`src/rtl/cache_refill_pkg.sv`:
```
// ---------------------------------------------------------------------------
// cache_refill_pkg
// Shared definitions for the cache line refill engine: line geometry, AXI4
// read-burst encodings, FSM state encoding and a set-index helper.
// The tag array's CACHE_DEPTH must equal CACHE_DEPTH below (2**INDEX_WIDTH).
// ---------------------------------------------------------------------------
package cache_refill_pkg;

    // Line geometry: 8 x 32-bit words = 32-byte line.
    localparam int LINE_WORDS   = 8;
    localparam int INDEX_WIDTH  = 7;
    localparam int OFFSET_WIDTH = 5;
    localparam int WORD_WIDTH   = $clog2(LINE_WORDS);
    localparam int ADDR_WIDTH   = 32;
    localparam int DATA_WIDTH   = 32;
    localparam int CACHE_DEPTH  = 2 ** INDEX_WIDTH;

    // AXI4 read-address encodings.
    localparam logic [3:0] AXI_ID         = 4'd0;
    localparam logic [7:0] AXI_LEN        = 8'(LINE_WORDS - 1);
    localparam logic [2:0] AXI_SIZE_4B    = 3'b010;
    localparam logic [1:0] AXI_BURST_INCR = 2'b01;
    localparam logic [1:0] AXI_RESP_OKAY  = 2'b00;

    // Refill FSM states.
    typedef enum logic [1:0] {
        ST_IDLE = 2'd0,
        ST_AR   = 2'd1,
        ST_R    = 2'd2,
        ST_DONE = 2'd3
    } state_e;

    // Set index of a byte address: addr[11:5].
    function automatic logic [INDEX_WIDTH-1:0] line_index(input logic [ADDR_WIDTH-1:0] addr);
        return addr[OFFSET_WIDTH +: INDEX_WIDTH];
    endfunction

endpackage

```
`src/rtl/cache_refill.sv`:
```
// ---------------------------------------------------------------------------
// cache_refill
// Refill engine for a direct-mapped cache. On a tag miss it fetches the
// 32-byte line through one AXI4 INCR read burst, writes every beat into the
// data array, then pulses refresh so the tag array marks the line valid.
// One refill is outstanding at a time.
//
// Ports
//   clk, resetn               clock, asynchronous active-low reset
//   miss, axi_addr            miss request and line-aligned miss address
//   refresh                   one-cycle pulse: line complete
//   busy                      refill in progress
//   err                       sticky protocol/response error flag
//   data_we/index/word/wdata  data-array word write port
//   arid..arvalid, arready    AXI read-address channel
//   rdata..rvalid, rready     AXI read-data channel
//   dbg_state                 current FSM state (observation only)
//
// Handshake: a transfer happens on a rising edge where valid and ready are
// both high. arvalid, once raised, stays high with a stable payload until
// arready is seen. rready is high for the whole data phase, so every cycle
// with rvalid high in that phase is one accepted beat.
// ---------------------------------------------------------------------------
module cache_refill
    import cache_refill_pkg::*;
(
    input  logic                   clk,
    input  logic                   resetn,
    // cache side
    input  logic                   miss,
    input  logic [ADDR_WIDTH-1:0]  axi_addr,
    output logic                   refresh,
    output logic                   busy,
    output logic                   err,
    output logic                   data_we,
    output logic [INDEX_WIDTH-1:0] data_index,
    output logic [WORD_WIDTH-1:0]  data_word,
    output logic [DATA_WIDTH-1:0]  data_wdata,
    // AXI read address channel
    output logic [3:0]             arid,
    output logic [ADDR_WIDTH-1:0]  araddr,
    output logic [7:0]             arlen,
    output logic [2:0]             arsize,
    output logic [1:0]             arburst,
    output logic                   arvalid,
    input  logic                   arready,
    // AXI read data channel
    input  logic [DATA_WIDTH-1:0]  rdata,
    input  logic [1:0]             rresp,
    input  logic                   rlast,
    input  logic                   rvalid,
    output logic                   rready,
    // observation
    output state_e                 dbg_state
);

    state_e                  state_q, state_d;
    logic [ADDR_WIDTH-1:0]   addr_q,  addr_d;
    logic [WORD_WIDTH-1:0]   cnt_q,   cnt_d;
    logic                    ovf_q,   ovf_d;   // all LINE_WORDS beats taken, still no rlast
    logic                    skip_q,  skip_d;  // first IDLE cycle after DONE
    logic                    err_q,   err_d;

    logic beat;
    logic last_word;

    assign beat      = (state_q == ST_R) && rvalid;
    assign last_word = (cnt_q == WORD_WIDTH'(LINE_WORDS - 1));

    always_ff @(posedge clk or negedge resetn) begin
        if (!resetn) begin
            state_q <= ST_IDLE;
            addr_q  <= '0;
            cnt_q   <= '0;
            ovf_q   <= 1'b0;
            skip_q  <= 1'b0;
            err_q   <= 1'b0;
        end else begin
            state_q <= state_d;
            addr_q  <= addr_d;
            cnt_q   <= cnt_d;
            ovf_q   <= ovf_d;
            skip_q  <= skip_d;
            err_q   <= err_d;
        end
    end

    always_comb begin
        state_d = state_q;
        addr_d  = addr_q;
        cnt_d   = cnt_q;
        ovf_d   = ovf_q;
        skip_d  = 1'b0;
        err_d   = err_q;

        unique case (state_q)
            ST_IDLE: begin
                // The tag array only shows the hit one cycle after refresh,
                // so a miss still high right after DONE is stale.
                if (miss && !skip_q) begin
                    addr_d  = axi_addr;
                    state_d = ST_AR;
                end
            end

            ST_AR: begin
                if (arready) begin
                    cnt_d   = '0;
                    ovf_d   = 1'b0;
                    state_d = ST_R;
                end
            end

            ST_R: begin
                if (rvalid) begin
                    cnt_d = cnt_q + WORD_WIDTH'(1);
                    if (rresp != AXI_RESP_OKAY) begin
                        err_d = 1'b1;
                    end
                    // Beats past the end of the line are an error and are
                    // not written; keep draining until the slave ends the burst.
                    if (ovf_q) begin
                        err_d = 1'b1;
                    end
                    if (last_word && !rlast) begin
                        ovf_d = 1'b1;
                    end
                    if (rlast) begin
                        if (!last_word && !ovf_q) begin
                            err_d = 1'b1;  // short burst: tail of line is stale
                        end
                        state_d = ST_DONE;
                    end
                end
            end

            ST_DONE: begin
                skip_d  = 1'b1;
                state_d = ST_IDLE;
            end

            default: begin
                state_d = ST_IDLE;
            end
        endcase
    end

    // AR payload is driven from the latched address, so it is stable while
    // arvalid is high regardless of what axi_addr does.
    assign arid       = AXI_ID;
    assign araddr     = addr_q;
    assign arlen      = AXI_LEN;
    assign arsize     = AXI_SIZE_4B;
    assign arburst    = AXI_BURST_INCR;
    assign arvalid    = (state_q == ST_AR);
    assign rready     = (state_q == ST_R);

    assign data_we    = beat && !ovf_q;
    assign data_index = line_index(addr_q);
    assign data_word  = cnt_q;
    assign data_wdata = rdata;

    assign refresh    = (state_q == ST_DONE);
    assign busy       = (state_q != ST_IDLE);
    assign err        = err_q;
    assign dbg_state  = state_q;

endmodule
```
`config.mk`:
```
export PLATFORM = sky130hd
export DESIGN_NAME = cache_refill
export DESIGN_NICKNAME = d
export VERILOG_FILES = /design/src/rtl/cache_refill_pkg.sv /design/src/rtl/cache_refill.sv
export SDC_FILE = /design/constraint.sdc
export NUM_CORES = 1
export LEC_CHECK = 0
export ABC_AREA = 0
export CORE_MARGIN = 5
export CORE_UTILIZATION = 34
export CTS_CLUSTER_SIZE = 16
export DETAILED_ROUTE_END_ITERATION = 6
export PLACE_DENSITY_LB_ADDON = 0.12
export SKIP_CTS_REPAIR_TIMING = 1
export SLEW_MARGIN = 20
export SYNTH_ARGS = -nofsm -noshare
export SYNTH_HDL_FRONTEND = slang
export SYNTH_SLANG_ARGS = --single-unit
```
`constraint.sdc`:
```
create_clock -name clk -period 2.1 [get_ports clk]
set_input_delay 0.315 -clock clk [delete_from_list [all_inputs] [get_ports clk]]
set_output_delay 0.315 -clock clk [all_outputs]
set_load 0.01 [all_outputs]
```
==> qor.json, run 1 <==
{
  "clk_pin_slew_ps": 80,
  "slew-limit-headroom_pct": 66.5,
  "worst_path_required_ps": 1780,
  "grt_pass1_wl_um": 7600,
  "cts_tree": "done",
  "area_of_the_multi_input_gates_um2": 837,
  "detailedRoute.firstPassIterationCount": 4,
  "overall_die_height_um": 92.1,
  "post_drt_via_cell_ratio": 4.41,
  "vdd.ir_drop.worst_mv": 0.723,
  "clk_latency_ps": 280,
  "largest_fanout_of_any_net_on_the_critical_path": 5,
  "final_antenna_net_count": 0,
  "synth_enable_flop_cells": 0,
  "area_delta_synth_final_pct": 30.8,
  "register_area_um2": 1000,
  "initial_core_util_pct": 34.3,
  "cts_root_buffer": "sky130_fd_sc_hd__clkbuf_8",
  "final.setup_skew_ps": 3.73,
  "syn_inst": 177,
  "grt_antenna_before_repair": 0,
  "layout_common_cells": "sky130_fd_sc_hd__clkdlybuf4s50_1, sky130_fd_sc_hd__dfrtp_1, sky130_fd_sc_hd__mux2_4, sky130_fd_sc_hd__conb_1, sky130_fd_sc_hd__ha_1",
  "final_nets": 312,
  "setup_total_negative_slack_ps": 0,
  "core_area_um2": 6680,
  "floorplan.die_area_um2": 8480,
  "run_status": "finished with violations",
  "max_freq_mhz": 500,
  "hold_viol_final": 19,
  "routabilityCongestion": 0.731,
  "netSwitchingPower_uw": 1340,
  "setup.worst_path.end_class": "output pin",
  "max-clock-path-buffers": 2,
  "power.internal_uw": 2900,
  "core.rowCount": 30,
  "vias": 1380,
  "clockPowerShare_pct": 11.4,
  "global_route.overflow_total": 0,
  "crit_path_cell_trace": "inv_1, ha_1, inv_2, clkdlybuf4s50_1",
  "post-synth-top-area-fraction_pct": 43.7,
  "port-buffer-count": 89,
  "async_flop_share_pct": 100,
  "timing.critical_path.from_type": "flip-flop",
  "yosysUniqueCellTypes": 27,
  "syn_avg_cell_area_um2": 12.9,
  "routed_wirelength_um": 4860,
  "setup_viol": 0,
  "iter_0_drt_violations": 10,
  "timing.critical_path.max_delay_family": "buffers and inverters",
  "critical_path.max_stage_delay_ps": 540,
  "detail_route.wl_per_cell_um": 15.5,
  "tightestPinTransition_ps": 503,
  "final_design_area_no_fill_um2": 2990,
  "most_frequent_standard_cell_in_the_layout_excluding_fill_and_tap_cells": "sky130_fd_sc_hd__clkdlybuf4s50_1",
  "rsz0062_at_grt": "no",
  "post-route-min-period_ps": 2000,
  "mappedNetlistArea_um2": 2290,
  "postSynth.topFlopCell": "sky130_fd_sc_hd__dfrtp_1",
  "postSynthRegisterBits": 40,
  "io-pin-count": 171,
  "detailed_place.area_um2": 2910,
  "slowest_stage": "sky130_fd_sc_hd__clkdlybuf4s50_1",
  "power.sequential.fraction_pct": 32.6,
  "drv_cap": 0,
  "post_synth_main_area_contributors": "sky130_fd_sc_hd__dfrtp_1, sky130_fd_sc_hd__mux2_4, sky130_fd_sc_hd__buf_4, sky130_fd_sc_hd__ha_1, sky130_fd_sc_hd__buf_12",
  "yosysWarningCount": 0,
  "yosysTopAreaCell": "sky130_fd_sc_hd__dfrtp_1",
  "grt_use_total_pct": 11.4,
  "pwr-share-comb_pct": 56.0,
  "power.switching_fraction_pct": 31.7,
  "lkg_pwr_uw": 0.00143,
  "power_density_nw_per_um2": 1420,
  "failed_checks": "negative hold slack",
  "antenna-diode-count": 0,
  "cts_num_sinks": 40,
  "first_global_vias": 1422,
  "path_class": "reg2out",
  "timing.final.max_slew_violations": 0,
  "drive_above_1_share_pct": 21.9,
  "synth.yosys.seq_area_share_pct": 43.7,
  "cts_buffers": 5,
  "final_min_period_over_clock_period_pct": 95.2,
  "grt_max_degree": 22,
  "worst-endpoint-arrival_ps": 1680,
  "hold_path.class": "in2async",
  "nFillCells": 627,
  "die_x_um": 92.1,
  "drc": 0,
  "cp_num_buf_inv": 3,
  "whs_ps": -17.4,
  "post-dp-hpwl_um": 3690,
  "cts.htree.levels": 2
}
routing by layer:
metal,GRT usage [%],share of wire [%],up-vias
met1,14.4,43,653
li1,-,-,624
met4,4.95,2.0,0
met5,0,0,-
met2,16.8,46,85
met3,4.84,9.3,18
cells in the mapped netlist (3+ instances only):
cell                        n
sky130_fd_sc_hd__a22o_1     3
sky130_fd_sc_hd__buf_12     3
sky130_fd_sc_hd__buf_4     56
sky130_fd_sc_hd__dfrtp_1   40
sky130_fd_sc_hd__ha_1       7
sky130_fd_sc_hd__inv_1      5
sky130_fd_sc_hd__mux2_4    31
sky130_fd_sc_hd__nand2_1    4
sky130_fd_sc_hd__nand2b_1   5
through the flow:
| stage | instances | setup WS (ps) | power (uW) | utilization (%) |
|---|---|---|---|---|
| finish | 313 | 100 | 4250 | 44.8 |
| global route | 313 | 5.19 | 4520 | 44.8 |
| detailed placement | 306 | 259 | 3790 | 43.5 |
| floorplan | 192 | 436 | 2800 | - |
| CTS | 313 | 13.5 | 4320 | 44.7 |
| global placement | 306 | 261 | 3790 | 43.5 |
worst reg2reg max path, cell delays in order, from the launching register on:
cell and delay (ps):
sky130_fd_sc_hd__dfrtp_2 420, sky130_fd_sc_hd__inv_1 90, sky130_fd_sc_hd__ha_1 210, sky130_fd_sc_hd__buf_4 170
sky130_fd_sc_hd__nand2b_1 110, sky130_fd_sc_hd__o2111a_2 230, sky130_fd_sc_hd__mux2_4 290
area by class of cell:
type | count | area share (%)
Multi-Input combinational cell | 86 | 28.0
Sequential cell | 40 | 33.5
Tap cell | 80 | 3.34
Inverter | 6 | 0.752
Clock buffer | 6 | 2.42
Timing Repair Buffer | 94 | 31.8
Clock inverter | 1 | 0.167
power groups by stage:
stage | combinational, uW | sequential (uW) | clock [uW]
after floorplan | 1270 | 1540 | 0
after global placement | 2410 | 1380 | 0
after detailed placement | 2400 | 1390 | 0
after CTS | 2420 | 1380 | 514
after global routing | 2530 | 1440 | 542
final | 2380 | 1380 | 484
cell families (layout without fill, tap and decap cells):
| family | count (synthesis) | in the layout | synth area share (%) |
|---|---|---|---|
| AND/OR/NAND/NOR | 15 | 15 | 3.93 |
| other | 2 | 17 | 0.328 |
| AO/OA/AOI/OAI | 14 | 14 | 4.70 |
| adder cells (fa/ha/maj) | 7 | 7 | 3.82 |
| flip-flops | 40 | 40 | 43.7 |
| buffers and inverters | 66 | 107 | 22.2 |
| multiplexers | 33 | 33 | 21.3 |
path summary, 6_finish.rpt:
path | start | endpoint | slack, ps | depth (start not counted)
setup / recovery | dbg_state[0]$_DFFE_PN0P_ | busy | 100 | 4
hold / removal | resetn | araddr[31]$_DFFE_PN0P_ | -20 | 1
setup reg to reg | dbg_state[0]$_DFFE_PN0P_ | dbg_state[1]$_DFFE_PN0P_ | 470 | 6
hold reg to reg | err$_DFFE_PN0P_ | err$_DFFE_PN0P_ | 470 | 1
max in group asynchronous | resetn | araddr[29]$_DFFE_PN0P_ | 1620 | 2
min in group clk | err$_DFFE_PN0P_ | err$_DFFE_PN0P_ | 470 | 1
flip-flops by register name, summed over array words and instances (netlist names):
register / cells
araddr: 32
data_word: 3
dbg_state: 2
err: 1
ovf_q: 1
skip_q: 1
Note: power is estimated with default switching activity, not from simulation.
==> run 2: changes to the inputs <==
CAP_MARGIN = 20   (was default)
HOLD_SLACK_MARGIN = 0.02   (was default)
PLACE_DENSITY = 0.8   (was default)
PLACE_DENSITY_LB_ADDON = default   (was 0.12)
==> run 2 against run 1 <==
Against the previous run:
- critical endpoint is now arvalid
- largest cell class unchanged
- the run now ends clean
- utilization is 0.45 points higher
- first-iteration DRC count is 110% higher
- critical path type unchanged
- clock skew is 2.0 ps higher
- worst hold slack better by 470 ps
==> qor.json, run 2 (synthesis gave the netlist of run 1 again) <==
{
  "run_status": {"value": "completed", "change": "was finished with violations"},
  "power.internal": {"value": 3030, "unit": "uW", "change": "was 2900 uW"},
  "detailed_place.area": {"value": 2880, "unit": "um2", "change": "was 2910 um2"},
  "area_delta_synth_final": {"value": 32.1, "unit": "%", "change": "was 30.8%"},
  "drive_above_1_share": {"value": 23.5, "unit": "%", "change": "was 21.9%"},
  "area_of_the_multi_input_gates": {"value": 852, "unit": "um2", "change": "was 837 um2"},
  "dpl.cell_count": {"value": 305, "change": "was 306"},
  "final_design_area_no_fill": {"value": 3020, "unit": "um2", "change": "was 2990 um2"},
  "port-buffer-count": {"value": 89, "change": "unchanged"},
  "r2r-end": {"value": "araddr[16]$_DFFE_PN0P_", "change": "was dbg_state[1]$_DFFE_PN0P_"},
  "whs": {"value": 453, "unit": "ps", "change": "was -17.4 ps"},
  "first_global_vias": {"value": 1439, "change": "was 1422"},
  "clk_latency": {"value": 290, "unit": "ps", "change": "was 280 ps"},
  "routabilityCongestion": {"value": 0.705, "change": "was 0.731"},
  "core.rowCount": {"value": 30, "change": "unchanged"},
  "timing.final.max_slew_violations": {"value": 0, "change": "unchanged"},
  "antenna-diode-count": {"value": 0, "change": "unchanged"},
  "grt_pass1_wl": {"value": 7600, "unit": "um", "change": "unchanged"},
  "worst_path_required": {"value": 1780, "unit": "ps", "change": "about the same"},
  "cts_buffers": {"value": 5, "change": "unchanged"},
  "largest_fanout_of_any_net_on_the_critical_path": {"value": 5, "change": "unchanged"},
  "critical_register_to_register_path_startpoint": {"value": "dbg_state[1]$_DFFE_PN0P_", "change": "was dbg_state[0]$_DFFE_PN0P_"},
  "initial_core_util": {"value": 34.3, "unit": "%", "change": "unchanged"},
  "io-pin-count": {"value": 171, "change": "unchanged"},
  "timing.reg2reg.setup_slack": {"value": 340, "unit": "ps", "change": "was 470 ps"},
  "flip_flop_count_of_the_largest_register_all_copies_and_words_added": {"value": 32, "change": "unchanged"},
  "floorplan.die_area": {"value": 8480, "unit": "um2", "change": "unchanged"},
  "vias": {"value": 1363, "change": "was 1380"},
  "drc": {"value": 0, "change": "unchanged"},
  "overall_die_height": {"value": 92.1, "unit": "um", "change": "unchanged"},
  "clockPowerShare": {"value": 14.4, "unit": "%", "change": "was 11.4%"},
  "detailedRoute.firstPassIterationCount": {"value": 3, "change": "was 4"},
  "iter_0_drt_violations": {"value": 21, "change": "was 10"},
  "clk_pin_slew": {"value": 80, "unit": "ps", "change": "about the same"},
  "vdd.ir_drop.worst": {"value": 0.518, "unit": "mV", "change": "was 0.723 mV"},
  "critical_path.max_stage_delay": {"value": 550, "unit": "ps", "change": "was 540 ps"},
  "setup_viol": {"value": 0, "change": "unchanged"},
  "cts_tree": {"value": "done", "change": "unchanged"},
  "layoutNonFillerInstCount": {"value": 314, "change": "was 313"},
  "final.setup_skew": {"value": 5.75, "unit": "ps", "change": "was 3.73 ps"},
  "hold_path.class": {"value": "in2async", "change": "unchanged"},
  "hold_viol_final": {"value": 0, "change": "was 19"},
  "timing.critical_path.from_type": {"value": "flip-flop", "change": "unchanged"},
  "setup.worst_path.end_class": {"value": "output pin", "change": "unchanged"},
  "drv_cap": {"value": 0, "change": "unchanged"},
  "lkg_pwr": {"value": 0.00142, "unit": "uW", "change": "was 0.00143 uW"},
  "crit_path_cell_trace": {"value": "inv_1, ha_2, clkdlybuf4s50_1", "change": "was inv_1, ha_1, inv_2, clkdlybuf4s50_1"},
  "power.sequential.fraction": {"value": 31.8, "unit": "%", "change": "was 32.6%"},
  "cts_root_buffer": {"value": "sky130_fd_sc_hd__clkbuf_8", "change": "unchanged"},
  "post-route-min-period": {"value": 1960, "unit": "ps", "change": "was 2000 ps"},
  "rsz0062_at_grt": {"value": "no", "change": "unchanged"},
  "max_freq": {"value": 510, "unit": "MHz", "change": "was 500 MHz"},
  "post-dp-hpwl": {"value": 3920, "unit": "um", "change": "was 3690 um"},
  "global_route.overflow_total": {"value": 0, "change": "unchanged"},
  "die_x": {"value": 92.1, "unit": "um", "change": "unchanged"},
  "cts.htree.levels": {"value": 2, "change": "unchanged"},
  "pwr-share-comb": {"value": 53.8, "unit": "%", "change": "was 56.0%"},
  "routed_wirelength": {"value": 4880, "unit": "um", "change": "was 4860 um"},
  "cts_num_sinks": {"value": 40, "change": "unchanged"},
  "post_drt_via_cell_ratio": {"value": 4.34, "change": "was 4.41"},
  "timing.critical_path.max_delay_family": {"value": "buffers and inverters", "change": "unchanged"},
  "worst-endpoint-arrival": {"value": 1650, "unit": "ps", "change": "was 1680 ps"},
  "final_antenna_net_count": {"value": 0, "change": "unchanged"},
  "layout_common_cells": {"value": "sky130_fd_sc_hd__clkdlybuf4s50_1, sky130_fd_sc_hd__dfrtp_1, sky130_fd_sc_hd__mux2_4, sky130_fd_sc_hd__conb_1", "change": "was sky130_fd_sc_hd__clkdlybuf4s50_1, sky130_fd_sc_hd__dfrtp_1, sky130_fd_sc_hd__mux2_4, sky130_fd_sc_hd__conb_1, sky130_fd_sc_hd__ha_1"},
  "slew-limit-headroom": {"value": 60.2, "unit": "%", "change": "was 66.5%"},
  "grt_use_total": {"value": 11.3, "unit": "%", "change": "was 11.4%"},
  "post-route-worst-setup-slack": {"value": 139, "unit": "ps", "change": "was 100 ps"},
  "tightestPinTransition": {"value": 597, "unit": "ps", "change": "was 503 ps"},
  "final_nets": {"value": 312, "change": "unchanged"},
  "r2r_cells": {"value": 4, "change": "was 6"},
  "grt_max_degree": {"value": 33, "change": "was 22"},
  "most_frequent_standard_cell_in_the_layout_excluding_fill_and_tap_cells": {"value": "sky130_fd_sc_hd__clkdlybuf4s50_1", "change": "unchanged"},
  "cp_num_buf_inv": {"value": 2, "change": "was 3"},
  "netSwitchingPower": {"value": 1390, "unit": "uW", "change": "was 1340 uW"},
  "slowest_stage": {"value": "sky130_fd_sc_hd__clkdlybuf4s50_1", "change": "unchanged"},
  "power.switching_fraction": {"value": 31.4, "unit": "%", "change": "was 31.7%"},
  "grt_antenna_before_repair": {"value": 0, "change": "unchanged"},
  "nFillCells": {"value": 623, "change": "was 627"},
  "power_density": {"value": 1460, "unit": "nW/um2", "change": "was 1420 nW/um2"},
  "path_class": {"value": "reg2out", "change": "unchanged"},
  "register_area": {"value": 1000, "unit": "um2", "change": "unchanged"},
  "max-clock-path-buffers": {"value": 2, "change": "unchanged"},
  "final_min_period_over_clock_period": {"value": 93.4, "unit": "%", "change": "was 95.2%"},
  "pre_cts_ws": {"value": 188, "unit": "ps", "change": "was 259 ps"},
  "detail_route.wl_per_cell": {"value": 15.5, "unit": "um", "change": "about the same"},
  "core_area": {"value": 6680, "unit": "um2", "change": "unchanged"}
}
run 2: power by group through the flow:
stage               Sequential, uW  Clock [uW]  Combinational [uW]
finish                        1410         637                2380
detailed placement            1410           0                2390
global route                  1470         689                2520
floorplan                     1540           0                1270
CTS                           1400         664                2400
global placement              1390           0                2340
run 2: how the worst max path moves through the flow:
stage | start | endpoint | slack [ps] | cells past startpoint
detailed placement | dbg_state[0]$_DFFE_PN0P_ | data_we | 190 | 5
global route | dbg_state[1]$_DFFE_PN0P_ | arvalid | 50 | 3
floorplan | dbg_state[0]$_DFFE_PN0P_ | dbg_state[1]$_DFFE_PN0P_ | 440 | 6
finish | dbg_state[1]$_DFFE_PN0P_ | arvalid | 140 | 3
global placement | dbg_state[0]$_DFFE_PN0P_ | data_we | 200 | 5
CTS | dbg_state[0]$_DFFE_PN0P_ | data_we | -160 | 5
run 2: worst register-to-register path, delay by kind of cell (launching register included):
family,cells,cell delay (ps)
adders and majority gates,1,240
buffers and inverters,1,100
DFF,1,430
muxes,1,430
and+or+nand+nor,1,460
run 2: cell type report:
type,instances,share of cell area [%]
well taps,80,3.31
inverters,6,0.745
clock inverters,3,1.53
repair buffers,94,30.8
flip-flops and latches,40,33.2
multi-input cells,86,28.2
clock buffers,5,2.28
run 2: per-stage QoR:
| step | TNS, ps | power (uW) | util, % |
|---|---|---|---|
| global route | 0 | 4680 | 45.3 |
| global placement | 0 | 3730 | 43.1 |
| CTS | -155 | 4470 | 44.8 |
| floorplan | 0 | 2800 | - |
| finish | 0 | 4420 | 45.3 |
| detailed placement | 0 | 3800 | 43.1 |
run 2: routing by layer:
| metal | track usage [%] | vias to the layer above | part of all wire [%] |
|---|---|---|---|
| met5 | 0 | - | 0 |
| li1 | - | 620 | - |
| met1 | 12.9 | 663 | 39 |
| met2 | 19.5 | 70 | 50 |
| met4 | 4.70 | 0 | 1.8 |
| met3 | 3.36 | 10 | 9.2 |
